File: src/rtl/router_out_reader_pkg.sv
// Shared definitions for the router output-port reader: packet field layout,
// reassembly FSM states and the buffered beat format.
package router_out_reader_pkg;

    localparam int DATA_W    = 8;
    localparam int ADDR_W    = 2;
    localparam int LEN_MSB   = 7;
    localparam int LEN_LSB   = ADDR_W;
    localparam int LEN_W     = LEN_MSB - LEN_LSB + 1;
    localparam int STALL_W   = 5;
    localparam int STALL_MAX = 31;

    typedef enum logic [1:0] {
        S_HDR = 2'd0,
        S_PLD = 2'd1,
        S_PAR = 2'd2
    } state_e;

    typedef struct packed {
        logic              first;
        logic              last;
        logic [DATA_W-1:0] data;
    } beat_t;

    function automatic logic [LEN_W-1:0] hdr_len(input logic [DATA_W-1:0] hdr);
        return hdr[LEN_MSB:LEN_LSB];
    endfunction

endpackage

File: src/rtl/router_skid_buf.sv
// Two-entry FIFO of tagged beats between the FIFO read port and the sink.
// Flush wins over push and pop; the head reads as zero while empty.
module router_skid_buf
    import router_out_reader_pkg::*;
(
    input  logic       clock_i,
    input  logic       resetn_i,
    input  logic       push_i,
    input  logic       pop_i,
    input  logic       flush_i,
    input  beat_t      din_i,
    output beat_t      head_o,
    output logic [1:0] occ_o
);

    localparam logic [1:0] FULL = 2'd2;

    beat_t      mem_q [2];
    logic       wr_ptr_q;
    logic       rd_ptr_q;
    logic [1:0] occ_q;
    logic       do_pop;
    logic       do_push;

    assign do_pop  = pop_i && (occ_q != 2'd0);
    assign do_push = push_i && ((occ_q != FULL) || do_pop);

    always_ff @(posedge clock_i or negedge resetn_i) begin
        if (!resetn_i) begin
            wr_ptr_q <= 1'b0;
            rd_ptr_q <= 1'b0;
            occ_q    <= 2'd0;
        end else if (flush_i) begin
            wr_ptr_q <= 1'b0;
            rd_ptr_q <= 1'b0;
            occ_q    <= 2'd0;
        end else begin
            if (do_push) begin
                wr_ptr_q <= !wr_ptr_q;
            end
            if (do_pop) begin
                rd_ptr_q <= !rd_ptr_q;
            end
            occ_q <= occ_q + 2'(do_push) - 2'(do_pop);
        end
    end

    // Storage needs no reset: the head is masked whenever occupancy is zero.
    always_ff @(posedge clock_i) begin
        if (do_push && !flush_i) begin
            mem_q[wr_ptr_q] <= din_i;
        end
    end

    assign head_o = (occ_q != 2'd0) ? mem_q[rd_ptr_q] : '0;
    assign occ_o  = occ_q;

endmodule

File: src/rtl/router_out_reader.sv
// Drains one router output FIFO, reassembles header/payload/parity beats,
// checks parity and forwards tagged bytes to a valid/ready sink.
module router_out_reader
    import router_out_reader_pkg::*;
#(
    parameter int STALL_WARN = 25,
    parameter int BUF_DEPTH  = 2
) (
    input  logic              clock,
    input  logic              resetn,
    input  logic              vld_out,
    input  logic [DATA_W-1:0] data_out,
    input  logic              soft_reset,
    output logic              read_enb,
    output logic              m_valid,
    input  logic              m_ready,
    output logic [DATA_W-1:0] m_data,
    output logic              m_first,
    output logic              m_last,
    output logic              parity_err,
    output logic              pkt_done,
    output logic              abort,
    output logic              stall_warn,
    output state_e            dbg_state_o
);

    // Sink handshake: a byte transfers on every rising edge where
    // m_valid && m_ready; m_valid and the head beat hold until that edge.

    state_e             state_q, state_d;
    logic [LEN_W-1:0]   rem_q, rem_d;
    logic [DATA_W-1:0]  par_q, par_d;
    logic [STALL_W-1:0] stall_q, stall_d;
    logic               run_q;
    logic               inflight_q;
    logic               pkt_done_q, pkt_done_d;
    logic               parity_err_q, parity_err_d;
    logic               abort_q, abort_d;

    beat_t              head;
    beat_t              push_beat;
    logic [1:0]         occ;
    logic [2:0]         pending;
    logic               pop;
    logic               capture;

    assign m_valid = (occ != 2'd0);
    assign pop     = m_valid && m_ready;
    assign capture = inflight_q && !soft_reset;

    // Slots already claimed after this edge: held beats plus the byte in
    // flight, less the one the sink takes now. run_q keeps reads off in reset.
    assign pending  = {1'b0, occ} + {2'b00, inflight_q} - {2'b00, pop};
    assign read_enb = run_q && vld_out && !soft_reset && (pending < 3'(BUF_DEPTH));

    router_skid_buf u_buf (
        .clock_i  (clock),
        .resetn_i (resetn),
        .push_i   (capture),
        .pop_i    (pop),
        .flush_i  (soft_reset),
        .din_i    (push_beat),
        .head_o   (head),
        .occ_o    (occ)
    );

    always_comb begin
        state_d         = state_q;
        rem_d           = rem_q;
        par_d           = par_q;
        pkt_done_d      = 1'b0;
        parity_err_d    = 1'b0;
        abort_d         = 1'b0;
        push_beat.first = 1'b0;
        push_beat.last  = 1'b0;
        push_beat.data  = data_out;

        if (soft_reset) begin
            state_d = S_HDR;
            rem_d   = '0;
            par_d   = '0;
            abort_d = (state_q != S_HDR) || (occ != 2'd0);
        end else if (capture) begin
            case (state_q)
                S_HDR: begin
                    push_beat.first = 1'b1;
                    rem_d           = hdr_len(data_out);
                    par_d           = data_out;
                    state_d         = (hdr_len(data_out) == '0) ? S_PAR : S_PLD;
                end
                S_PLD: begin
                    par_d = par_q ^ data_out;
                    rem_d = rem_q - 1'b1;
                    if (rem_q == LEN_W'(1)) begin
                        state_d = S_PAR;
                    end
                end
                S_PAR: begin
                    push_beat.last = 1'b1;
                    pkt_done_d     = 1'b1;
                    parity_err_d   = (data_out != par_q);
                    state_d        = S_HDR;
                end
                default: begin
                    state_d = S_HDR;
                end
            endcase
        end
    end

    always_comb begin
        stall_d = '0;
        if (vld_out && !read_enb) begin
            stall_d = (stall_q == STALL_W'(STALL_MAX)) ? stall_q : stall_q + 1'b1;
        end
    end

    always_ff @(posedge clock or negedge resetn) begin
        if (!resetn) begin
            state_q      <= S_HDR;
            rem_q        <= '0;
            par_q        <= '0;
            stall_q      <= '0;
            run_q        <= 1'b0;
            inflight_q   <= 1'b0;
            pkt_done_q   <= 1'b0;
            parity_err_q <= 1'b0;
            abort_q      <= 1'b0;
        end else begin
            state_q      <= state_d;
            rem_q        <= rem_d;
            par_q        <= par_d;
            stall_q      <= stall_d;
            run_q        <= 1'b1;
            inflight_q   <= read_enb;
            pkt_done_q   <= pkt_done_d;
            parity_err_q <= parity_err_d;
            abort_q      <= abort_d;
        end
    end

    assign m_data      = head.data;
    assign m_first     = head.first;
    assign m_last      = head.last;
    assign pkt_done    = pkt_done_q;
    assign parity_err  = parity_err_q;
    assign abort       = abort_q;
    assign stall_warn  = (int'(stall_q) >= STALL_WARN);
    assign dbg_state_o = state_q;

endmodule

File: config.mk
export PLATFORM = sky130hd
export DESIGN_NAME = router_out_reader
export DESIGN_NICKNAME = d
export VERILOG_FILES = /design/src/rtl/router_out_reader_pkg.sv /design/src/rtl/router_skid_buf.sv /design/src/rtl/router_out_reader.sv
export SDC_FILE = /design/constraint.sdc
export NUM_CORES = 1
export LEC_CHECK = 0
export CAP_MARGIN = 15
export CORE_ASPECT_RATIO = 0.6
export CORE_MARGIN = 2
export CORE_UTILIZATION = 55
export CTS_CLUSTER_SIZE = 14
export DETAILED_ROUTE_END_ITERATION = 12
export GPL_ROUTABILITY_DRIVEN = 0
export HOLD_SLACK_MARGIN = 0.05
export PLACE_DENSITY = 0.79
export SYNTH_ARGS = -nofsm -noshare
export SYNTH_HDL_FRONTEND = slang
export SYNTH_SLANG_ARGS = --single-unit
File: constraint.sdc
create_clock -name clock -period 3.5 [get_ports clock]
set_clock_uncertainty 0.05 [all_clocks]
set_input_delay 0.525 -clock clock [delete_from_list [all_inputs] [get_ports clock]]
set_output_delay 0.525 -clock clock [all_outputs]
set_load 0.03 [all_outputs]
# Word level (Yosys, flattened, before mapping)
# Memory sizes are Yosys's and may differ from the RTL's.
# Index checks and enable logic that the tools add are counted.
# word_totals
n_memories	1
output_inout_bits	18
mem_bits_rw	20
reg_bits	30
input_bits	13
word_cells	86
# memory_table
name	words	word_bits	rd	rd_ports_with_merged_regs	wr	line_no	source
u_buf.mem_q	2	10	1	0	1	router_skid_buf.sv:18	beat_t mem_q [2];
# classes
mux	31
bitwise_logic	1
eq_ne	8
order_cmp	2
addsub	6
n_reduce_logical	25
# ops
operator	n
$mux 8	2
$pmux 8 s2	1
$mux 1	14
$mux 2	7
$mux 6	2
$pmux 6 s2	1
$mux 10	1
$mux 5	2
$reduce_bool 2->1	5
$logic_and 1x1->1	9
$ne 8x8->1	1
$xor 8x8->8	1
$eq 6x1->1 const B	1
$logic_not 6->1	1
$sub 6x1->6 const B	1
$add 5x1->5 const B	1
$eq 5x5->1 const B	1
$ge 5x5->1 const B	1
$logic_not 1->1	4
$ne 2x2->1 const B	2
$pmux 2 s2	1
$reduce_and 2->1	2
$add 2x1->3	1
$lt 3x2->1 const B	1
other kinds (9)	10

# Longest topological paths before layout
# logic_depth
depth_word	8
mapped_depth	9
ltp_nobuf	9

# By module
# Synthesis repeated with hierarchy kept, for this count alone.
# hier_totals
hier_cells	228
area_unflattened_um2	2491.1
# by_module_without_submodules
mod	seq_area_each_um2	cells_per_inst	area_each_um2	instances
router_out_reader	650.6	164	1507.7	1
router_skid_buf	700.7	64	983.4	1

# Least setup slack after synthesis
# OpenSTA, ideal clock, no wires.
# synth_timing
path_type	reg2out
start	reg u_buf.occ_q[1] (netlist: u_buf.occ_o[1])
end	out read_enb
path_buffers	0
path_stages_with_launch	9
slack_ns	0.445
t_arrival_ns	2.480
t_required_ns	2.925
cell_sequence	dfrtp_1 nor2_1 inv_1 and2_1 ha_1 or2b_1 fa_1 nand4b_1 nor2_1
# synth_via
elab_chain_len	5
elab_cells_between_ends	6
classes_between	2 x add/sub; 1 x order compare; 3 x reduce/logical
# synth_lines
item	line_no	source
from (decl)	router_skid_buf.sv:21	logic [1:0] occ_q;
from (signal assigned)	router_skid_buf.sv:44	occ_q <= occ_q + 2'(do_push) - 2'(do_pop);
$reduce_bool 2->1	router_out_reader.sv:47	assign m_valid = (occ != 2'd0);
net m_valid	router_out_reader.sv:15	output logic m_valid,
$logic_and 1x1->1	router_out_reader.sv:48	assign pop = m_valid && m_ready;
$sub 3x1->3	router_out_reader.sv:53	assign pending = {1'b0, occ} + {2'b00, inflight_q} - {2'b00, pop};
$lt 3x2->1	router_out_reader.sv:54	assign read_enb = run_q && vld_out && !soft_reset && (pending < 3'(BUF_DEPTH));
$logic_and 1x1->1	router_out_reader.sv:54	
to (decl)	router_out_reader.sv:14	output logic read_enb,
# The timed path passes the listed nets, and every way through them passes these cells.

# Worst setup path in the final report
# layout_timing
start	reg u_buf.occ_q[1] (netlist: u_buf.occ_o[1])
end	out read_enb
# layout_via
elab_chain_len	5
elab_cells_between_ends	6
classes_between	2 x add/sub; 1 x order compare; 3 x reduce/logical
# layout_lines
item	line_no
branches (longest 2 deep; another with $add 2x1->3)	--
$sub 3x1->3 *	router_out_reader.sv:53
$lt 3x2->1 *	router_out_reader.sv:54
$logic_and 1x1->1 *	router_out_reader.sv:54
# Mark *: on every way between the ends.

==> key figures <==
Run status
  • Status: finished, final reports clean

Logic synthesis
  • Post-Synth XOR/XNOR Area: 0.07365
  • Sequential area share after synthesis: 0.5411
  • Top FF cell, synth: dfrtp_1
  • Syn_nets: 250
  • Largest family of logic cells by synthesized area: simple AND/OR/NAND/NOR gates
  • Cell with the most instances after synthesis: nor2_1
  • Post-Synth Simple-Gate Area: 0.1708
  • Gate Count Post-Synth: 228
  • Area leader, netlist: dfrtp_1
  • Top-area cell type share of the netlist area: 0.3006
  • Count of warnings emitted by yosys: 0
  • Synth Area in Adders: 0.04810
  • Netlist cell types: 39
  • Synth top area cells: dfrtp_1, edfxtp_1, xor2_1, nor2_1, mux2i_1
  • Synth async-reset ratio: 0.6000
  • Post-synth EDFFs: 20
  • Mean Syn Cell Area: 10.95 um2
  • Post-Syn Area: 0.002497 mm2
  • Register bit total from synthesis: 50
  • Synth Area in Compound Gates: 0.08617
  • Mux cell area share after synthesis: 0.04810
  • Most common library cells after synthesis: nor2_1, dfrtp_1, edfxtp_1

Cells and area
  • Fill cells: 322
  • Syn-to-layout area delta: 19.09%
  • Multi-input gate area: 0.001070 mm2
  • Register area: 0.001351 mm2
  • ANT cells: 0
  • Final layout net count: 284
  • Layout cells sized above 1: 0.06844

Clock network
  • Clk root buf: clkbuf_8
  • Clk_lat worst skew: 300 ps
  • CTS Buf Count: 5
  • CTS tree: done
  • Resize count post-CTS: 0
  • Clock slew at reported path FFs: 100 ps
  • Setup bufs post-CTS: 0
  • CTS Buffer Depth: 2
  • H-tree levels: 2
  • Clk sink count: 50
  • Post-CTS Hold Fix Bufs: 0

Global route
  • GR Util met1: 0.2813
  • Largest net degree at the start of global routing: 31
  • Vias in the first global route: 1680
  • First-pass GRT wire length: 8107 um
  • Top Usage Layer GRT: met2
  • M3 GR Usage: 0.04607
  • GRT Util Overall: 0.2058
  • M2 GR Usage: 0.3397
  • Initial antenna violation count: 0
  • Grt ovf: 0

Place
  • PortBufs: 30
  • HPWL Detailed: 3589 um

STA
  • Top achievable clock speed: 307.6 MHz
  • RSZ-0062 raised after global routing: no
  • Actual slew at the worst max-slew pin: 782.8 ps
  • Pins Over Slew Limit: 0
  • Final hold viol count: 0
  • Clock period minus worst slack: 3251 ps
  • TNS Setup: 0 ps
  • Fin crit share: 0.9289
  • Slew headroom: 0.4771
  • Setup-failing EPs final: 0

Power and ir drop
  • Power, Total: 0.001988 W
  • P_leak: 1.229 nW
  • Peak supply drop: 0.3298 mV
  • Power Dens Cells: 668.5 mW/mm2

Hold path
  • Worst hold path depth: 2
  • HP Class: flop to flop
  • Hold Startpoint: par_q[2]
  • Hold path endpoint: par_q[2]

Worst setup path
  • Critical-path cell list: nor2_1 > inv_1 > and2_1 > ha_1 > or2b_1 > fa_1 > nand4b_1 > nor2_1 > buf_4
  • Slack of the worst reg-to-reg path: 890 ps
  • Critical path required time: 2920 ps
  • Worst-path fanout max: 5
  • Setup crit start kind: flop
  • WP data arrival: 2680 ps
  • Critical-path top delay cell: fa_1
  • Most used cell, CP: nor2_1
  • Worst r2r path cells: 10
  • Worst setup EP type: output port
  • FF-to-FF Start: u_buf.occ_o[1]
  • Worst reg2reg path endpoint: stall_q[3]
  • Critical path type: flop to output port
  • CP peak stage delay: 490 ps

Route
  • Post-route ant nets: 0
  • Starting DRT DRC Count: 133
  • Vias: 1745
  • Via density: 5.402
  • First drt pass iteration count: 4
  • DR WL/cell: 15.41 um
  • DRC: 0
  • Final wirelength: 4978 um

Die
  • DIE AREA: 0.005113 mm2
  • Die W: 91.00 um
  • I/O pins: 31
  • # rows: 18
  • Core area: 0.004234 mm2
  • Die outline height: 56.20 um
  • Initial Util: 0.5898

Run
  • Maxcap violations: 0
per-stage QoR:
| stage | hold slack (ps) | instances | area (um2) | worst slack, ps | util |
|---|---|---|---|---|---|
| 2_1_floorplan | 179.4 | 228 | 2497 | 445.5 | - |
| 3_3_place_gp | 462.4 | 315 | 2858 | 377.0 | 0.6749 |
| 3_5_place_dp | 478.0 | 315 | 2858 | 317.6 | 0.6749 |
| 4_1_cts | 501.1 | 323 | 2974 | 216.6 | 0.7024 |
| 5_1_grt | 529.3 | 323 | 2974 | 47.96 | 0.7024 |
| 6_report | 489.7 | 323 | 2974 | 249.0 | 0.7024 |
cell families after synthesis:
| logic type | after synthesis |
|---|---|
| AOI/OAI and AO/OA | 36 |
| xor gates and xnor gates | 21 |
| adders and majority gates | 9 |
| buffers and inverters | 15 |
| DFF | 50 |
| muxes | 12 |
| other | 1 |
| and+or+nand+nor | 84 |
worst max-delay path, delay by kind of cell, from the launching register on:
kind / cells / cell delay [ps]
DFF: 1 / 480
buffers and inverters: 2 / 270
adders and majority gates: 2 / 760
and+or+nand+nor: 5 / 860
worst max-delay path by stage:
stage                               from       end  slack (ps)  cells past startpoint
final                     u_buf.occ_o[1]  read_enb         250                      9
after detailed placement         m_ready  read_enb         320                      8
after CTS                 u_buf.occ_o[1]  read_enb         220                      9
after global routing      u_buf.occ_o[1]  read_enb          50                      9
after global placement           m_ready  read_enb         380                      8
after floorplan           u_buf.occ_o[1]  read_enb         450                      8
report_power, final:
group / internal, W / switching [W]
Clock: 0.000218 / 0.000205
Combinational: 0.000326 / 0.000444
Sequential: 0.000687 / 0.000108
Total: 0.00123 / 0.000757
area by class of cell:
cell class / instances / area share
repair buffers: 35 / 0.1127
clock buffers: 5 / 0.02314
inverters: 7 / 0.008835
flip-flops and latches: 50 / 0.4544
clock inverters: 3 / 0.01599
well taps: 60 / 0.02524
multi-input cells: 163 / 0.3597
placed cells by master (no fill, tap or decap), drive strengths merged, types with 2 or more instances in the layout:
master and n:
a21oi 9, dfrtp 30, nor4 4, nor2 35
a211oi 2, mux2i 12, a32oi 3, ha 8
or2 2, edfxtp 20, and2 3, inv 9
nor3 2, nand4b 2, nor3b 3, buf 6
nand2 18, nand2b 3, and3 3, xor2 18
o21ai 18, xnor2 3, nor2b 5, nand3b 2
clkbuf 5, clkdlybuf4s50 29
flip-flops by register name, summed over array words and instances, names as in the netlist:
signal	count
u_buf.mem_q	20
par_q	8
rem_q	6
stall_q	5
dbg_state_o	2
u_buf.occ_o	2
abort	1
inflight_q	1
parity_err	1
pkt_done	1
run_q	1
u_buf.rd_ptr_q	1
u_buf.wr_ptr_q	1
per-layer routing:
layer	part of all wire	wire (um)
met1	0.45	2250
met2	0.47	2323
met3	0.073	364
met4	0.0078	39
met5	0	0
(Power assumes the default switching activity.)
